--- src/rtl/mem_bus_arbiter.sv ---
// mem_bus_arbiter: shares one memory port between instruction fetch (I) and data access (D) with D priority and bounded I starvation
module mem_bus_arbiter #(
  parameter int STARVE_LIMIT = 4
) (
  input  logic        clk,
  input  logic        reset,
  input  logic        i_valid,
  input  logic [63:0] i_addr,
  output logic        i_data_ok,
  output logic [31:0] i_data,
  input  logic        d_valid,
  input  logic [63:0] d_addr,
  input  logic [2:0]  d_size,
  input  logic [7:0]  d_strobe,
  input  logic [63:0] d_wdata,
  output logic        d_data_ok,
  output logic [63:0] d_data,
  output logic        m_valid,
  output logic [63:0] m_addr,
  output logic [2:0]  m_size,
  output logic [7:0]  m_strobe,
  output logic [63:0] m_wdata,
  input  logic        m_ready,
  input  logic        m_resp_valid,
  input  logic [63:0] m_resp_data,
  output logic        grant_d
);
  typedef enum logic [1:0] {IDLE, ISSUE, WAIT} state_t;
  localparam logic [3:0] LIMIT = 4'(STARVE_LIMIT);
  state_t state, state_n;
  logic [3:0] starve_cnt;
  logic grant, pick_d;
  always_comb begin
    grant = state == IDLE && (i_valid || d_valid);
    pick_d = d_valid && !(i_valid && starve_cnt == LIMIT);
    state_n = state == IDLE  ? (grant ? ISSUE : IDLE) :
              state == ISSUE ? (m_ready ? WAIT : ISSUE) :
              state == WAIT  ? (m_resp_valid ? IDLE : WAIT) : IDLE;
  end
  always_ff @(posedge clk) begin
    if (reset) begin
      state <= IDLE;
      m_addr <= '0;
      m_size <= '0;
      m_strobe <= '0;
      m_wdata <= '0;
      grant_d <= 1'b0;
      starve_cnt <= '0;
    end else begin
      state <= state_n;
      if (grant) begin
        m_addr <= pick_d ? d_addr : i_addr;
        m_size <= pick_d ? d_size : 3'd2;
        m_strobe <= pick_d ? d_strobe : 8'd0;
        m_wdata <= pick_d ? d_wdata : 64'd0;
        grant_d <= pick_d;
        starve_cnt <= (pick_d && i_valid) ? (starve_cnt == LIMIT ? LIMIT : starve_cnt + 4'd1) : 4'd0;
      end
    end
  end
  assign m_valid = state == ISSUE;
  assign i_data_ok = state == WAIT && m_resp_valid && !grant_d;
  assign d_data_ok = state == WAIT && m_resp_valid && grant_d;
  assign i_data = m_addr[2] ? m_resp_data[63:32] : m_resp_data[31:0];
  assign d_data = m_resp_data;
endmodule

--- config.mk ---
export PLATFORM = sky130hd
export DESIGN_NAME = mem_bus_arbiter
export DESIGN_NICKNAME = d
export VERILOG_FILES = /design/src/rtl/mem_bus_arbiter.sv
export SDC_FILE = /design/constraint.sdc
export NUM_CORES = 1
export LEC_CHECK = 0
export BUFFER_PORTS_ARGS = -buffer_cell sky130_fd_sc_hd__buf_4
export CAP_MARGIN = 10
export CORE_AREA = 2 2 199 201
export CTS_CLUSTER_SIZE = 30
export DETAILED_ROUTE_END_ITERATION = 10
export DIE_AREA = 0 0 201 203
export GPL_TIMING_DRIVEN = 0
export PLACE_DENSITY_LB_ADDON = 0.2
export SYNTH_ARGS = -nofsm -noshare
export SYNTH_HDL_FRONTEND = slang
export SYNTH_SLANG_ARGS = --single-unit
--- constraint.sdc ---
create_clock -name clk -period 1.5 [get_ports clk]
set_clock_uncertainty 0.05 [all_clocks]
set_input_delay 0.3 -clock clk [delete_from_list [all_inputs] [get_ports clk]]
set_output_delay 0.3 -clock clk [all_outputs]
set_load 0.005 [all_outputs]
==> results of run 1 <==
==> registers in the layout, indices dropped and copies added, names as in the netlist <==
| register | count |
|---|---|
| m_strobe | 8 |
| grant_d | 1 |
| m_addr | 64 |
| m_wdata | 64 |
| m_size | 3 |
| starve_cnt | 4 |
| state | 2 |
==> critical path, delay by kind of cell (launching register included) <==
family / cells / cell delay (ns)
mux: 1 / 0.34
flops: 1 / 0.40
buf+inv: 2 / 0.30
==> logic make-up after synthesis <==
kind of cell	synth area share
buffers and inverters	0.1403
AND/OR/NAND/NOR	0.1280
adder cells (fa/ha/maj)	0.003381
multiplexers	0.04869
flip-flops	0.3949
AO/OA/AOI/OAI	0.2847
==> where the power goes <==
part / total [mW] / internal [mW] / switching, mW
clock: 4.74 / 2.87 / 1.87
sequential: 4.45 / 4.23 / 0.225
combinational: 4.16 / 2.32 / 1.84
total: 13.3 / 9.42 / 3.93
==> worst min path at each step <==
stage | start | to
2_1_floorplan | m_ready | state[1]
3_3_place_gp | m_wdata[58] | m_wdata[58]
3_5_place_dp | m_wdata[58] | m_wdata[58]
4_1_cts | d_size[1] | m_size[1]
5_1_grt | d_size[1] | m_size[1]
6_report | i_addr[2] | m_addr[2]
==> Yosys cell counts (all sizes together) (2+ instances only) <==
| master | instances |
|---|---|
| ha | 2 |
| dfxtp | 146 |
| buf | 116 |
| mux2 | 32 |
| nand4 | 74 |
| nand2 | 3 |
| or2 | 2 |
| nand2b | 2 |
| a21oi | 143 |
| clkbuf | 58 |
| nor2b | 2 |
| nand3 | 68 |
| nand3b | 2 |
| a311oi | 65 |
| nor2 | 5 |
| inv | 5 |
| o21ai | 141 |
==> layout by cell type (no fill, tap or decap), types with 33 or more instances in the layout <==
| master | n |
|---|---|
| o21ai_2 | 45 |
| dfxtp_1 | 141 |
| a311oi_2 | 38 |
| o21ai_0 | 59 |
| nand3_2 | 33 |
| a21oi_1 | 137 |
| buf_6 | 45 |
| buf_4 | 577 |
| o21ai_1 | 35 |
| buf_8 | 36 |
| clkbuf_1 | 38 |
| nand4_1 | 74 |
==> layout make-up <==
type / count / area [µm²] / area share
Clock buffer: 22 / 464.2 / 0.03124
Antenna cell: 1 / 2.502 / 0.0001684
Multi-Input combinational cell: 550 / 4140 / 0.2787
Tap cell: 518 / 648.1 / 0.04362
Buffer: 167 / 1399 / 0.09415
Sequential cell: 146 / 2937 / 0.1976
Timing Repair Buffer: 591 / 5087 / 0.3424
Clock inverter: 9 / 153.9 / 0.01036
Inverter: 6 / 26.28 / 0.001768
==> layer usage <==
metal  track usage  vias up  part of all wire
met5             0        -           0.00035
met3       0.05795       31             0.068
met4       0.04577        2             0.013
met1        0.2312     4590              0.38
li1              -     4467                 -
met2        0.3931      361              0.54
==> timing repair <==
item	in CTS	in global routing
cloned	24	10
resized for setup	240	244
pin swaps	141	136
buffers inserted	40	26
endpoints found under the setup margin	177	180
==> stage by stage <==
| stage | hold WS (ns) | std cells | setup TNS (ns) |
|---|---|---|---|
| finish | 0.07471 | 2010 | -24.74 |
| global route | 0.05775 | 2010 | -36.52 |
| CTS | 0.03613 | 1997 | -32.06 |
| detailed placement | 0.4168 | 1904 | -68.03 |
| global placement | 0.4080 | 1904 | -66.62 |
| floorplan | 0.4103 | 876 | -0.1862 |
==> results.cfg, run 1 <==
[die]
die-height_um = 203
initial_utilization = 0.1924
io_pins = 512
fp.dieW_um = 201
core_mm2 = 0.03847
rows = 72
die-area_mm2 = 0.04080

[grt]
globalRouteOverflowTotal = 0
track_usage = 0.2084
grt_pass1_vias = 9601
grt_max_degree = 17
antenna_found_initial = 2
grt_pass1_wl_um = 63770

[synthesis]
ys_ff_latch = 146
ys_seq_area_frac = 0.3949
yosysWarnings = 0
yosys.area.top_type_share = 0.3949
synth_area_leaders = dfxtp_1 (39%), a21oi_1 (9.7%), o21ai_0 (9.5%)
postSynthCellCount = 876
synth_top_area_cell = dfxtp_1
synth_nets = 1151
synth_area_mm2 = 0.007401
synth_cell_type_count = 34
synth-edff-count = 0
async_reset_ff_frac = 0
syn_area_per_cell_um2 = 8.448
ys.flop_type = dfxtp_1

[setup_path]
reg2regPathDepth = 10
cp-startpoint = m_addr[2]
worst_path_max_delay_cell = dfxtp_4
end_kind = primary output
worst-r2r-setup-slack_ns = -0.24
r2r_end = m_wdata[44]
worst_setup_path_start_kind = flop
path_class = flop to primary output
arrival_ns = 1.48
slowest_delay_ns = 0.40
crit_chain = buf_8 -> mux2_2 -> buf_4
crit_end = i_data[8]
cp.required_ns = 1.15
rr_startpoint = starve_cnt[0]
crit_fanout = 10

[power]
peakVddDrop_v = 0.0008382
p_leak_nw = 6.477
powerDensity_mw_per_mm2 = 898.3
total_power_mw = 13.35

[timing]
hold_viol = 0
maxSlewViolCount = 0
fin_ws_ns = -0.3344
period_minus_slack_ns = 1.834
slew_headroom = 0.4245
finalCritPeriodShare = 1.223
final-setup-viol-count = 172
rsz0062_at_grt = true
worstMarginPinSlew_ns = 0.8632
fmax_mhz = 545.1

[place]
pre_cts_ws_ns = -0.5680
finalWeightedCongestion = 0.9019
dp_hpwl_um = 32710
port_buffers = 510
placed_area_mm2 = 0.01190

[clock_tree]
cts_buffers = 17
max-clock-path-buffers = 2
cts_max_level = 4
cts_tree = built
clock_sinks = 146
clk_latency_ns = 0.45
cts.clk_slew.worst_paths_ns = 0.06
cts-root-buf = clkbuf_16
postCtsHoldBufs = 0

[outcome]
violations = negative setup slack
outcome = finished, violations left

[final_layout]
fillers = 3953
drive_gt1_frac = 0.6244
layout.nets = 1754
area_delta_synth_final_pct = 100.8
final_util = 0.3863
design_area_mm2 = 0.01486

[job]
cap_viol_max_count = 0

[route]
vias = 9451
routed_wl_um = 45230
drt_drc_violations_left = 0
ant_nets = 0
first_pass_iters = 4
wl_per_cell_um = 22.50
drt_iter0_drc = 376
avgViaCountPerCell = 4.702

[hold_path]
hold-path-cell-count = 3
holdCritPathClass = input pin to flop
(Power assumes the default switching activity.)
==> run 2: changes to the inputs <==
--- a/config.mk
+++ b/config.mk
@@ -7,7 +7,7 @@
 export LEC_CHECK = 0
 export BUFFER_PORTS_ARGS = -buffer_cell sky130_fd_sc_hd__buf_4
 export CAP_MARGIN = 10
-export CORE_AREA = 2 2 199 201
+export CORE_AREA = 5 5 196 198
 export CTS_CLUSTER_SIZE = 30
 export DETAILED_ROUTE_END_ITERATION = 10
 export DIE_AREA = 0 0 201 203
==> results.cfg, run 2 (synthesis gave the netlist of run 1 again) <==
[setup_path]
worst_setup_path_start_kind = flop
rr_startpoint = starve_cnt[0]
worst-r2r-setup-slack_ns = -0.32
reg2regPathDepth = 9
cp.required_ns = 1.15
path_class = flop to primary output
cpLargestDelayFamily = flip-flops
worst_path_max_delay_cell = dfxtp_4
slowest_delay_ns = 0.39
end_kind = primary output
r2r_end = m_addr[4]
crit_chain = buf_6 -> mux2_2 -> buf_4
path_buf_inv = 2
arrival_ns = 1.49
crit_fanout = 10

[timing]
maxSlewViolCount = 0
slew_headroom = 0.4494
fin_ws_ns = -0.3441
rsz0062_at_grt = true
period_minus_slack_ns = 1.844
finalCritPeriodShare = 1.229
hold_viol = 0
fmax_mhz = 542.3
worstMarginPinSlew_ns = 0.8259
hold_ws_ns = 0.07188
final-setup-viol-count = 169

[grt]
grt_pass1_vias = 9742
grt.busiest_layer = met2
grt_pass1_wl_um = 63980
grt_max_degree = 17
antenna_found_initial = 6
globalRouteOverflowTotal = 0
track_usage = 0.2057
gr-usage-met1 = 0.2265
grt_use_met3 = 0.07219
grtUsageMet2 = 0.3807

[place]
dp_hpwl_um = 33440
port_buffers = 510
placed_area_mm2 = 0.01184
dp_cells = 1854
finalWeightedCongestion = 0.9001

[clock_tree]
cts_buffers = 17
clock_sinks = 146
clk_latency_ns = 0.44
cts_tree = built
cts.clk_slew.worst_paths_ns = 0.07
cts-root-buf = clkbuf_16
max-clock-path-buffers = 2
cts_max_level = 4
postCtsHoldBufs = 0

[route]
routed_wl_um = 45650
vias = 9425
ant_nets = 0
wl_per_cell_um = 23.36
first_pass_iters = 5
drt_iter0_drc = 385
drt_drc_violations_left = 0
avgViaCountPerCell = 4.823

[final_layout]
area_delta_synth_final_pct = 100.1
fin_cells = 1954
reg_top3 = m_addr: 64 flops, m_wdata: 64 flops, m_strobe: 8 flops
final_cell_mix = buf_4 (584), dfxtp_1 (141), a21oi_1 (133), nand4_1 (74), o21ai_1 (72)
layout_commonest_cell = buf_4
layout.nets = 1746
fillers = 3662
design_area_mm2 = 0.01481
drive_gt1_frac = 0.6302

[die]
fp.dieW_um = 201
io_pins = 512
die-area_mm2 = 0.04080
core_mm2 = 0.03635
rows = 70
initial_utilization = 0.2036
die-height_um = 203

[hold_path]
hold-path-cell-count = 3
min_from = m_ready
worst_hold_path.endpoint = state[1]
holdCritPathClass = input pin to flop

[power]
powerDensity_mw_per_mm2 = 873.7
intPower_mw = 9.109
power_switching_mw = 3.827
p_leak_nw = 6.426
power_frac_seq = 0.343
combPwrFrac = 0.324
peakVddDrop_v = 0.0007565
p_sw_frac = 0.2958
power_frac_clock = 0.333

[outcome]
outcome = finished, violations left
violations = negative setup slack

[job]
cap_viol_max_count = 0
[run 2: worst reg2reg max path, stage by stage, from the launching register on]
cell and delay, ns:
dfxtp_2 0.34, inv_2 0.05, ha_4 0.16, nand4b_1 0.22, buf_6 0.17, buf_12 0.16
buf_12 0.13, buf_8 0.12, nand3_2 0.08, a311oi_1 0.26
[run 2: worst max path at each step]
stage,start,end,slack [ns],cells after the start
floorplan,starve_cnt[0],m_addr[52],-0.02,7
detailed placement,state[1],m_wdata[10],-0.56,5
global route,m_addr[2],i_data[16],-0.40,3
CTS,m_addr[2],i_data[11],-0.37,3
global placement,state[1],m_wdata[7],-0.53,5
finish,m_addr[2],i_data[11],-0.34,3
[run 2: area by class of cell]
| cell class | count | area, µm² | area share |
|---|---|---|---|
| antenna | 4 | 10.01 | 0.0006761 |
| buffer | 168 | 1451 | 0.09803 |
| clock buffer | 24 | 481.7 | 0.03254 |
| clock inverter | 6 | 80.08 | 0.005409 |
| inverter | 6 | 22.52 | 0.001521 |
| multi-input combinational | 550 | 4210 | 0.2844 |
| sequential | 146 | 2937 | 0.1983 |
| tap | 468 | 585.6 | 0.03955 |
| timing repair buffer | 582 | 5027 | 0.3396 |
[run 2: repair_timing]
item / in CTS / in global routing
pin swaps: 105 / 195
gates resized for setup: 254 / 244
setup buffers: 34 / 18
gates cloned: 19 / 15
endpoints found under the hold margin: 0 / 0
setup endpoints to repair: 179 / 180
[run 2: per-stage QoR]
| stage | worst slack, ns | TNS (ns) | power, mW | util |
|---|---|---|---|---|
| 2_1_floorplan | -0.02278 | -0.1862 | 5.859 | - |
| 3_3_place_gp | -0.5251 | -64.37 | 7.812 | 0.3256 |
| 3_5_place_dp | -0.5608 | -66.35 | 7.826 | 0.3256 |
| 4_1_cts | -0.3698 | -29.25 | 12.82 | 0.3820 |
| 5_1_grt | -0.4032 | -45.45 | 13.51 | 0.4073 |
| 6_report | -0.3441 | -33.77 | 12.94 | 0.4073 |
[run 2: power by group through the flow]
stage          Sequential (mW)  Combinational (mW)  Clock, mW
2_1_floorplan             4.50                1.36          0
3_3_place_gp              4.49                3.32          0
3_5_place_dp              4.50                3.33          0
4_1_cts                   4.43                3.98       4.41
5_1_grt                   4.48                4.47       4.56
6_report                  4.44                4.19       4.31
[run 2: metal layers]
| layer | part of all wire | vias up | routed length [µm] |
|---|---|---|---|
| met4 | 0.013 | 4 | 582 |
| li1 | - | 4453 | - |
| met5 | 0.00057 | - | 26 |
| met1 | 0.38 | 4565 | 17350 |
| met2 | 0.53 | 367 | 24290 |
| met3 | 0.074 | 36 | 3398 |
